===== src/rtl/mawg_pkg.sv =====
// Shared types and constants for the waveform profile sequencer.
// Holds FSM states, select codes and the packed profile layout.
package mawg_pkg;

  typedef enum logic [1:0] {
    ST_IDLE,
    ST_GUARD,
    ST_DWELL
  } state_t;

  localparam logic [1:0] OUT_SEL_WAVE  = 2'b00;
  localparam logic [1:0] OUT_SEL_MOD   = 2'b01;
  localparam logic [1:0] OUT_SEL_DEMOD = 2'b10;
  localparam logic [1:0] OUT_SEL_BLANK = 2'b11;

  localparam logic [1:0] WAVE_NCO   = 2'b00;
  localparam logic [1:0] WAVE_CHIRP = 2'b01;
  localparam logic [1:0] WAVE_SAW   = 2'b10;
  localparam logic [1:0] WAVE_PULSE = 2'b11;

  localparam int WAVE_W  = 2;
  localparam int OSEL_W  = 2;
  localparam int FREQ_W  = 32;
  localparam int DWELL_W = 16;
  localparam int GUARD_W = 8;
  localparam int PROF_W  = WAVE_W + OSEL_W + FREQ_W + DWELL_W;

  typedef struct packed {
    logic [WAVE_W-1:0]  wave_sel;
    logic [OSEL_W-1:0]  out_sel;
    logic [FREQ_W-1:0]  freq;
    logic [DWELL_W-1:0] dwell;
  } prof_t;

  function automatic logic [DWELL_W-1:0] min1_dwell(
    input logic [DWELL_W-1:0] v
  );
    return (v == '0) ? DWELL_W'(1) : v;
  endfunction

  function automatic logic [GUARD_W-1:0] min1_guard(
    input logic [GUARD_W-1:0] v
  );
    return (v == '0) ? GUARD_W'(1) : v;
  endfunction

endpackage


===== src/rtl/mawg_sequencer_if.sv =====
// Profile table write bus of the sequencer.
// master drives the write strobe/address/fields; slave is the sequencer.
interface mawg_sequencer_if #(
  parameter int AW = 3
);
  import mawg_pkg::*;

  logic               prof_we;
  logic [AW-1:0]      prof_addr;
  logic [WAVE_W-1:0]  prof_wave_sel;
  logic [OSEL_W-1:0]  prof_out_sel;
  logic [FREQ_W-1:0]  prof_freq;
  logic [DWELL_W-1:0] prof_dwell;

  modport master (
    output prof_we, prof_addr,
    output prof_wave_sel, prof_out_sel,
    output prof_freq, prof_dwell
  );

  modport slave (
    input prof_we, prof_addr,
    input prof_wave_sel, prof_out_sel,
    input prof_freq, prof_dwell
  );

endinterface


===== src/rtl/mawg_profile_ram.sv =====
// Profile table: PROFILES x 52-bit registers, one write port,
// one asynchronous read port (read sees old data on same-cycle write).
module mawg_profile_ram
  import mawg_pkg::*;
#(
  parameter int PROFILES = 8,
  parameter int AW = $clog2(PROFILES)
) (
  input  logic          clk,
  input  logic          we,
  input  logic [AW-1:0] waddr,
  input  prof_t         wdata,
  input  logic [AW-1:0] raddr,
  output prof_t         rdata
);

  prof_t mem [PROFILES];

  always_ff @(posedge clk) begin
    if (we) mem[waddr] <= wdata;
  end

  assign rdata = mem[raddr];

endmodule


===== src/rtl/mawg_sequencer.sv =====
// Steps through profiles: blanked guard, then dwell, optional loop.
// Ports: clk/rst, table bus pif, run controls in, generator controls out.
module mawg_sequencer
  import mawg_pkg::*;
#(
  parameter int PROFILES = 8,
  parameter int AW = $clog2(PROFILES)
) (
  input  logic                clk,
  input  logic                rst,
  mawg_sequencer_if.slave     pif,
  input  logic [GUARD_W-1:0]  guard_len,
  input  logic [AW-1:0]       last_idx,
  input  logic                loop_en,
  input  logic                start,
  input  logic                stop,
  output logic [OSEL_W-1:0]   out_sel,
  output logic [WAVE_W-1:0]   wave_sel,
  output logic [FREQ_W-1:0]   freq_ctrl,
  output logic [AW-1:0]       cur_idx,
  output logic                busy,
  output logic                done
);

  state_t             state;
  prof_t              wdata;
  prof_t              rdata;
  logic [AW-1:0]      ld_addr;
  logic [AW-1:0]      last_q;
  logic               loop_q;
  logic [GUARD_W-1:0] gcnt;
  logic [DWELL_W-1:0] dcnt;
  logic [DWELL_W-1:0] sh_dwell;
  logic [OSEL_W-1:0]  sh_out;
  logic               do_load;
  logic               g_last;
  logic               d_last;

  assign wdata = {pif.prof_wave_sel, pif.prof_out_sel,
                  pif.prof_freq, pif.prof_dwell};

  mawg_profile_ram #(
    .PROFILES (PROFILES),
    .AW       (AW)
  ) u_ram (
    .clk   (clk),
    .we    (pif.prof_we),
    .waddr (pif.prof_addr),
    .wdata (wdata),
    .raddr (ld_addr),
    .rdata (rdata)
  );

  assign g_last = (gcnt == GUARD_W'(1));
  assign d_last = (dcnt == DWELL_W'(1));

  // Next profile index and whether a load happens this cycle.
  always_comb begin
    do_load = 1'b0;
    ld_addr = '0;
    unique case (state)
      ST_IDLE: do_load = start && !stop;
      ST_DWELL: begin
        do_load = !stop && d_last &&
                  ((cur_idx != last_q) || loop_q);
        ld_addr = (cur_idx == last_q) ? '0
                                      : cur_idx + AW'(1);
      end
      default: ;
    endcase
  end

  always_ff @(posedge clk) begin
    if (rst) begin
      state     <= ST_IDLE;
      out_sel   <= OUT_SEL_BLANK;
      wave_sel  <= '0;
      freq_ctrl <= '0;
      cur_idx   <= '0;
      busy      <= 1'b0;
      done      <= 1'b0;
      last_q    <= '0;
      loop_q    <= 1'b0;
      gcnt      <= GUARD_W'(1);
      dcnt      <= DWELL_W'(1);
      sh_dwell  <= '0;
      sh_out    <= OUT_SEL_BLANK;
    end else begin
      done <= 1'b0;
      unique case (state)
        ST_IDLE: begin
          if (do_load) begin
            last_q <= last_idx;
            loop_q <= loop_en;
            busy   <= 1'b1;
            state  <= ST_GUARD;
          end
        end
        ST_GUARD: begin
          if (stop) begin
            state   <= ST_IDLE;
            busy    <= 1'b0;
            out_sel <= OUT_SEL_BLANK;
          end else if (g_last) begin
            out_sel <= sh_out;
            dcnt    <= min1_dwell(sh_dwell);
            state   <= ST_DWELL;
          end else begin
            gcnt <= gcnt - GUARD_W'(1);
          end
        end
        ST_DWELL: begin
          if (stop) begin
            state   <= ST_IDLE;
            busy    <= 1'b0;
            out_sel <= OUT_SEL_BLANK;
          end else if (do_load) begin
            state <= ST_GUARD;
          end else if (d_last) begin
            state   <= ST_IDLE;
            busy    <= 1'b0;
            out_sel <= OUT_SEL_BLANK;
            done    <= 1'b1;
          end else begin
            dcnt <= dcnt - DWELL_W'(1);
          end
        end
        default: state <= ST_IDLE;
      endcase
      // Dwell and out_sel are shadowed so later table writes
      // cannot disturb the profile already in flight.
      if (do_load) begin
        wave_sel  <= rdata.wave_sel;
        freq_ctrl <= rdata.freq;
        out_sel   <= OUT_SEL_BLANK;
        cur_idx   <= ld_addr;
        gcnt      <= min1_guard(guard_len);
        sh_out    <= rdata.out_sel;
        sh_dwell  <= rdata.dwell;
      end
    end
  end

endmodule


===== src/flat_wrapper.sv =====
// flat-port wrapper written by rule: the top's interface ports become plain ports
module mawg_sequencer_flat import mawg_pkg::*;
#(
  parameter int PROFILES = 8,
  parameter int AW = $clog2(PROFILES)
)
  (clk, rst, guard_len, last_idx, loop_en, start, stop, out_sel, wave_sel, freq_ctrl, cur_idx, busy, done, pif_prof_we, pif_prof_addr, pif_prof_wave_sel, pif_prof_out_sel, pif_prof_freq, pif_prof_dwell);
  mawg_sequencer_if #(.AW(AW)) pif_i ();
  input  logic clk;
  input  logic rst;
  input  logic [GUARD_W-1:0] guard_len;
  input  logic [AW-1:0] last_idx;
  input  logic loop_en;
  input  logic start;
  input  logic stop;
  output logic [OSEL_W-1:0] out_sel;
  output logic [WAVE_W-1:0] wave_sel;
  output logic [FREQ_W-1:0] freq_ctrl;
  output logic [AW-1:0] cur_idx;
  output logic busy;
  output logic done;
  input wire logic [$bits(pif_i.prof_we)-1:0] pif_prof_we;
  input wire logic [$bits(pif_i.prof_addr)-1:0] pif_prof_addr;
  input wire logic [$bits(pif_i.prof_wave_sel)-1:0] pif_prof_wave_sel;
  input wire logic [$bits(pif_i.prof_out_sel)-1:0] pif_prof_out_sel;
  input wire logic [$bits(pif_i.prof_freq)-1:0] pif_prof_freq;
  input wire logic [$bits(pif_i.prof_dwell)-1:0] pif_prof_dwell;
  assign pif_i.prof_we = pif_prof_we;
  assign pif_i.prof_addr = pif_prof_addr;
  assign pif_i.prof_wave_sel = pif_prof_wave_sel;
  assign pif_i.prof_out_sel = pif_prof_out_sel;
  assign pif_i.prof_freq = pif_prof_freq;
  assign pif_i.prof_dwell = pif_prof_dwell;
  mawg_sequencer #(.PROFILES(PROFILES), .AW(AW)) u_core (.clk(clk), .rst(rst), .pif(pif_i), .guard_len(guard_len), .last_idx(last_idx), .loop_en(loop_en), .start(start), .stop(stop), .out_sel(out_sel), .wave_sel(wave_sel), .freq_ctrl(freq_ctrl), .cur_idx(cur_idx), .busy(busy), .done(done));
endmodule

===== config.mk =====
export PLATFORM = sky130hd
export DESIGN_NAME = mawg_sequencer_flat
export DESIGN_NICKNAME = d
export VERILOG_FILES = /design/src/rtl/mawg_pkg.sv /design/src/rtl/mawg_sequencer_if.sv /design/src/rtl/mawg_profile_ram.sv /design/src/rtl/mawg_sequencer.sv /design/src/flat_wrapper.sv
export SDC_FILE = /design/constraint.sdc
export NUM_CORES = 1
export LEC_CHECK = 0
export BUFFER_PORTS_ARGS = -buffer_cell sky130_fd_sc_hd__buf_2
export CAP_MARGIN = 5
export CORE_MARGIN = 4
export CORE_UTILIZATION = 40
export DETAILED_ROUTE_END_ITERATION = 8
export PLACE_DENSITY_LB_ADDON = 0.25
export SKIP_LAST_GASP = 1
export SYNTH_ARGS = -nofsm -noshare
export SYNTH_HDL_FRONTEND = slang
export SYNTH_SLANG_ARGS = --single-unit
export TNS_END_PERCENT = 1

===== constraint.sdc =====
create_clock -name clk -period 8.2 [get_ports clk]
set_clock_uncertainty 0.1 [all_clocks]
set_input_delay 1.64 -clock clk [delete_from_list [all_inputs] [get_ports clk]]
set_output_delay 1.64 -clock clk [all_outputs]
set_load 0.02 [all_outputs]

=== After elaboration in Yosys (flattened, before gate mapping) ===
Memories as Yosys holds them, arrays and structs flattened. A register that Yosys moved wholly into a read port is not among the register bits.
Cells that the tools add are included.

* Flip-flop bits (word level): 37
* Bits in latches: 0
* Bits in writable memories: 416
* Bits in read-only memories: 0
* Input port bits: 72
* Output and inout bits: 41
* Word-level logic and storage cells: 88
* Memories kept: 1

* Add/sub/neg operators: 3
* Multiply operators: 0
* Div/mod/pow operators: 0
* $lt $le $gt $ge: 0
* Equality and inequality tests: 19
* Shift-type cells: 0
* Multiplexer cells: 36
* Bitwise operators: 1
* Reduce and logical (&&, ||, !) cells: 19

{| class="wikitable"
|+ Memory list
! memory !! depth !! width !! read ports !! clocked after memory_dff !! write ports !! RTL line !! source
|-
| u_core.u_ram.mem || 8 || 52 || 1 || 1 || 1 || mawg_profile_ram.sv:17 || <nowiki>prof_t mem [PROFILES];</nowiki>
|}

{| class="wikitable"
|+ Operators with widths
! kind !! number
|-
| $mux W16 || 6
|-
| $mux W8 || 5
|-
| $pmux W16 S2 || 1
|-
| $mux W2 || 10
|-
| $eq A16 B1 Y1 const B || 1
|-
| $logic_not A16 Y1 || 1
|-
| $sub A16 B1 Y16 const B || 1
|-
| $ne A2 B2 Y1 const B || 5
|-
| $reduce_and A3 Y1 || 3
|-
| $eq A8 B1 Y1 const B || 1
|-
| $logic_not A8 Y1 || 1
|-
| $mux W1 || 8
|-
| $ne A2 B1 Y1 const B || 4
|-
| $sub A8 B1 Y8 const B || 1
|-
| $mux W3 || 2
|-
| $ne A3 B2 Y1 const B || 2
|-
| $pmux W2 S3 || 1
|-
| $reduce_and A6 Y1 || 1
|-
| $reduce_and A5 Y1 || 1
|-
| $ne A4 B2 Y1 const B || 1
|-
| $pmux W2 S2 || 1
|-
| $reduce_bool A2 Y1 || 2
|-
| $reduce_or A4 Y1 || 1
|-
| $add A3 B1 Y3 const B || 1
|-
| 15 further kinds || 17
|}

=== Depth between registers and ports, before layout ===
* Word-level depth: 7
* Depth in mapped cells: 10
* Depth with buffers taken out: 7

=== Hierarchy ===
Synthesis repeated with hierarchy kept, for this count alone.

* Cells, all modules: 1137
* Area total of the unflattened synthesis: 19810.2 um^2

{| class="wikitable"
|+ By module, submodules not included
! module !! times used !! cells each !! area each (um^2) !! seq. area each (um^2)
|-
| mawg_profile_ram || 1 || 615 || 15703.8 || 12492.0
|-
| mawg_sequencer || 1 || 522 || 4106.4 || 1781.7
|}

=== Worst setup path after synthesis ===
Ideal clock, no wire load.

* Path kind: input port to flip-flop
* Start point: input pif_prof_addr[2]
* End point: memory u_core.u_ram.mem[0][0] (netlist bit) (enable)
* Library setup time: 526 ps
* Data arrival time: 5365 ps
* Required time: 7574 ps
* Path slack: 2208 ps
* Cell stages on the path: 2
* Buffers on the path: 0
* Cells stage by stage: nand2b_1 -> nor3_1

{| class="wikitable"
|+ RTL lines
! element !! RTL line !! source
|-
| start: declaration || flat_wrapper.sv:23 || <nowiki>input wire logic [$bits(pif_i.prof_addr)-1:0] pif_prof_addr;</nowiki>
|-
| end: declaration || mawg_profile_ram.sv:17 ||
|}

No word-level cell before the write port.

=== Worst setup path after layout ===
* Start point: register u_core.state[0]
* End point: register u_core.freq_ctrl[9], read port of u_core.u_ram.mem

* Longest elaborated chain between the ends: 2
* Elaborated cells on any way between the ends: 4
* Classes of those cells: eq/ne (1); mux (2); reduce/logical (1)

{| class="wikitable"
|+ Ends and longest elaborated chain
! element !! RTL line !! source
|-
| start: declaration || mawg_sequencer.sv:25 || <nowiki>state_t state;</nowiki>
|-
| start signal: assignment || mawg_sequencer.sv:75 || <nowiki>state <= ST_IDLE;</nowiki>
|-
| start signal: assignment || mawg_sequencer.sv:96 || <nowiki>state <= ST_GUARD;</nowiki>
|-
| start signal: assignment || mawg_sequencer.sv:101 || <nowiki>state <= ST_IDLE;</nowiki>
|-
| $eq A2 B2 Y1 / $logic_not A2 Y1 (equally long branches) || mawg_sequencer.sv:61 || <nowiki>unique case (state)</nowiki>
|-
| $pmux W1 S2 / $mux W3 (equally long branches) || mawg_sequencer.sv:61 ||
|-
| end: declaration || mawg_sequencer.sv:19 || <nowiki>output logic [FREQ_W-1:0] freq_ctrl,</nowiki>
|}

Several ways; a longest one is shown, not always the timed one.
A chain may end at the register's enable or synchronous reset.

==> flow_summary.yaml <==
global_route:
  grt_max_degree: 70
  globalRouteOverflowTotal: 0
  track_usage_pct: 18.0
  antenna_found_initial: 9
  grt_pass1_wl_mm: 74.4
  first_global_vias: 12400
outcome:
  outcome: "completed"
sta:
  max_slew_margin_pct: 27.0
  hold_viol: 0
  grt_setup_unrepaired: "false"
  post-route-min-period_ps: 4260
  fin_crit_sh_pct: 52.0
  finalSetupTns_ps: 0
  finalSetupViolations: 0
  fmax_ghz: 0.235
  slew_violations: 0
  worst_slew_pin_slew_ps: 1090
logic_synthesis:
  synthTopCellsByArea: "edfxtp_1 (63%), dfxtp_1 (9.0%), mux2i_1 (5.5%)"
  yosysTopAreaCell: "edfxtp_1"
  synth_edf_count: 416
  synth_top_area_share_pct: 63.0
  synth_cell_type_count: 65
  ys.flop_type: "edfxtp_1"
  postSynthAreaPerCell_um2: 14.7
  synth-seq-area-share_pct: 71.9
  ys_ff_latch: 505
  yosys-top-cells-count: "edfxtp_1 (416), nand2_1 (118), mux2i_1 (109)"
  synthesis.area_um2: 19800
  synthesis.nets: 1434
  synthArstFlopShare_pct: 0
  yosysMostFrequentCell: "edfxtp_1"
  netlist_instances: 1353
  ys_warn_count: 0
clock_network:
  htree_levels: 2
  cts_setup_buffers: 0
  cts_tree: "built"
  holdBufCountCts: 0
  path_clk_slew_ps: 60
  cts_sinks: 505
  cts_root_buf: "clkbuf_16"
  clockBufferDepth: 3
  numCtsBuffers: 52
  clk_latency_ps: 600
  cts_resized: 0
critical_path:
  worstPathArrival_ps: 4670
  worstSetupPathType: "reg -> reg"
  worstSetupEndpointType: "register"
  worstPathRequired_ps: 8600
  ff2ff_setup_slack_ps: 3940
  worstPathMaxFanout: 67
  worstSetupStartpointType: "register"
routing:
  wl_per_cell_um: 22.5
  wl_mm: 48.6
  post_drt_via_cell_ratio: 5.61
  drc: 0
  ant_nets: 0
  drtIter0Drc: 862
  drt-pass1-iter-count: 5
  vias: 12100
floorplan:
  die_h_um: 231
  io_pins: 113
  die_w_um: 231
  rows: 81
  initial_core_util_pct: 40.5
  die_area_um2: 53200
  core_area_um2: 49000
power:
  ir_worst_vdd_mv: 0.133
  leakage_nw: 7.24
  power_density_nw_per_um2: 245
  power_mw: 5.62
layout:
  nNetsFinal: 1528
  area_growth_pct: 15.7
  design_area_um2: 23000
  drive_gt1_share_pct: 16.5
  fin_util_pct: 46.9
placed_design:
  dp_hpwl_mm: 24.9
  place.gp.congestion: 0.816
  io_buffers: 112
  placed_cell_area_um2: 21100
worst_hold_path:
  hp-class: "reg -> reg"
run:
  drv_cap: 0
[kinds of logic (layout without fill, tap and decap cells)]
kind of cell	after synthesis	in the layout	synth area share, %
buf+inv	110	247	2.31
simple gates	343	343	8.58
fa+ha+maj	9	9	0.568
other cells	0	6	0
compound gates	265	265	10.5
flops	505	505	71.9
mux	114	114	5.78
xor+xnor	7	7	0.309
[layer usage]
| layer | GRT usage (%) | share of wire, % | vias up |
|---|---|---|---|
| met5 | 0 | 0.014 | - |
| met4 | 5.86 | 2.4 | 2 |
| met3 | 3.15 | 5.2 | 83 |
| met2 | 29.9 | 49 | 330 |
| met1 | 24.2 | 44 | 6104 |
| li1 | - | - | 5593 |
[final cells by class]
type	instances	area, um2
inverters	16	60.1
multi-input cells	738	5240
clock buffers	66	1420
clock inverters	31	394
repair buffers	134	726
diodes	6	15.0
fillers	4308	26000
flip-flops and latches	505	14300
well taps	664	831
[layout by cell type (no fill, tap or decap), drive strengths merged, types with 9 or more instances in the layout]
cell      n
edfxtp  416
buf     134
nand2   118
mux2i   109
dfxtp    89
clkbuf   66
nand3    62
o211ai   52
nand4    51
o22a     49
o221ai   49
nor2     37
a21oi    30
clkinv   21
nor4     17
o311ai   16
inv      16
o21ai    16
o31ai    13
nor3     11
nand2b   10
ha        9
[worst max-delay path: stages, from the launching register on]
cell and delay, ps:
dfxtp_1 360, inv_1 120, ha_1 690, inv_1 730
a311oi_4 400, buf_4 460, buf_4 750, o22a_1 270
nand4_1 100, o211ai_1 160
[worst paths after layout]
check,startpoint,endpoint,depth (start not counted)
max reg2reg,u_core.state[0],u_core.freq_ctrl[9],9
min reg2reg,u_core.freq_ctrl[22],u_core.freq_ctrl[22],2
min,u_core.freq_ctrl[22],u_core.freq_ctrl[22],2
max,u_core.state[0],u_core.freq_ctrl[9],9
[state kept, by name, summed over array words and instances, names as in the netlist]
register,flops
u_core.u_ram.mem,416
u_core.freq_ctrl,32
u_core.dcnt,16
u_core.sh_dwell,16
u_core.gcnt,8
u_core.cur_idx,3
u_core.last_q,3
u_core.out_sel,2
u_core.sh_out,2
u_core.state,2
u_core.wave_sel,2
u_core.busy,1
u_core.done,1
u_core.loop_q,1
[report_power, final]
part,internal [mW],switching (mW)
Sequential,2.87,0.0365
Combinational,0.0754,0.174
Clock,1.48,0.981
Total,4.43,1.19
[metrics by stage]
step	worst slack [ps]	hold slack, ps	std cells
after floorplan	2210	355	1353
after global placement	3950	393	2057
after detailed placement	3940	401	2057
after CTS	3930	411	2154
after global routing	3590	428	2156
final	3940	405	2160
Note: power is estimated with default switching activity, not from simulation.
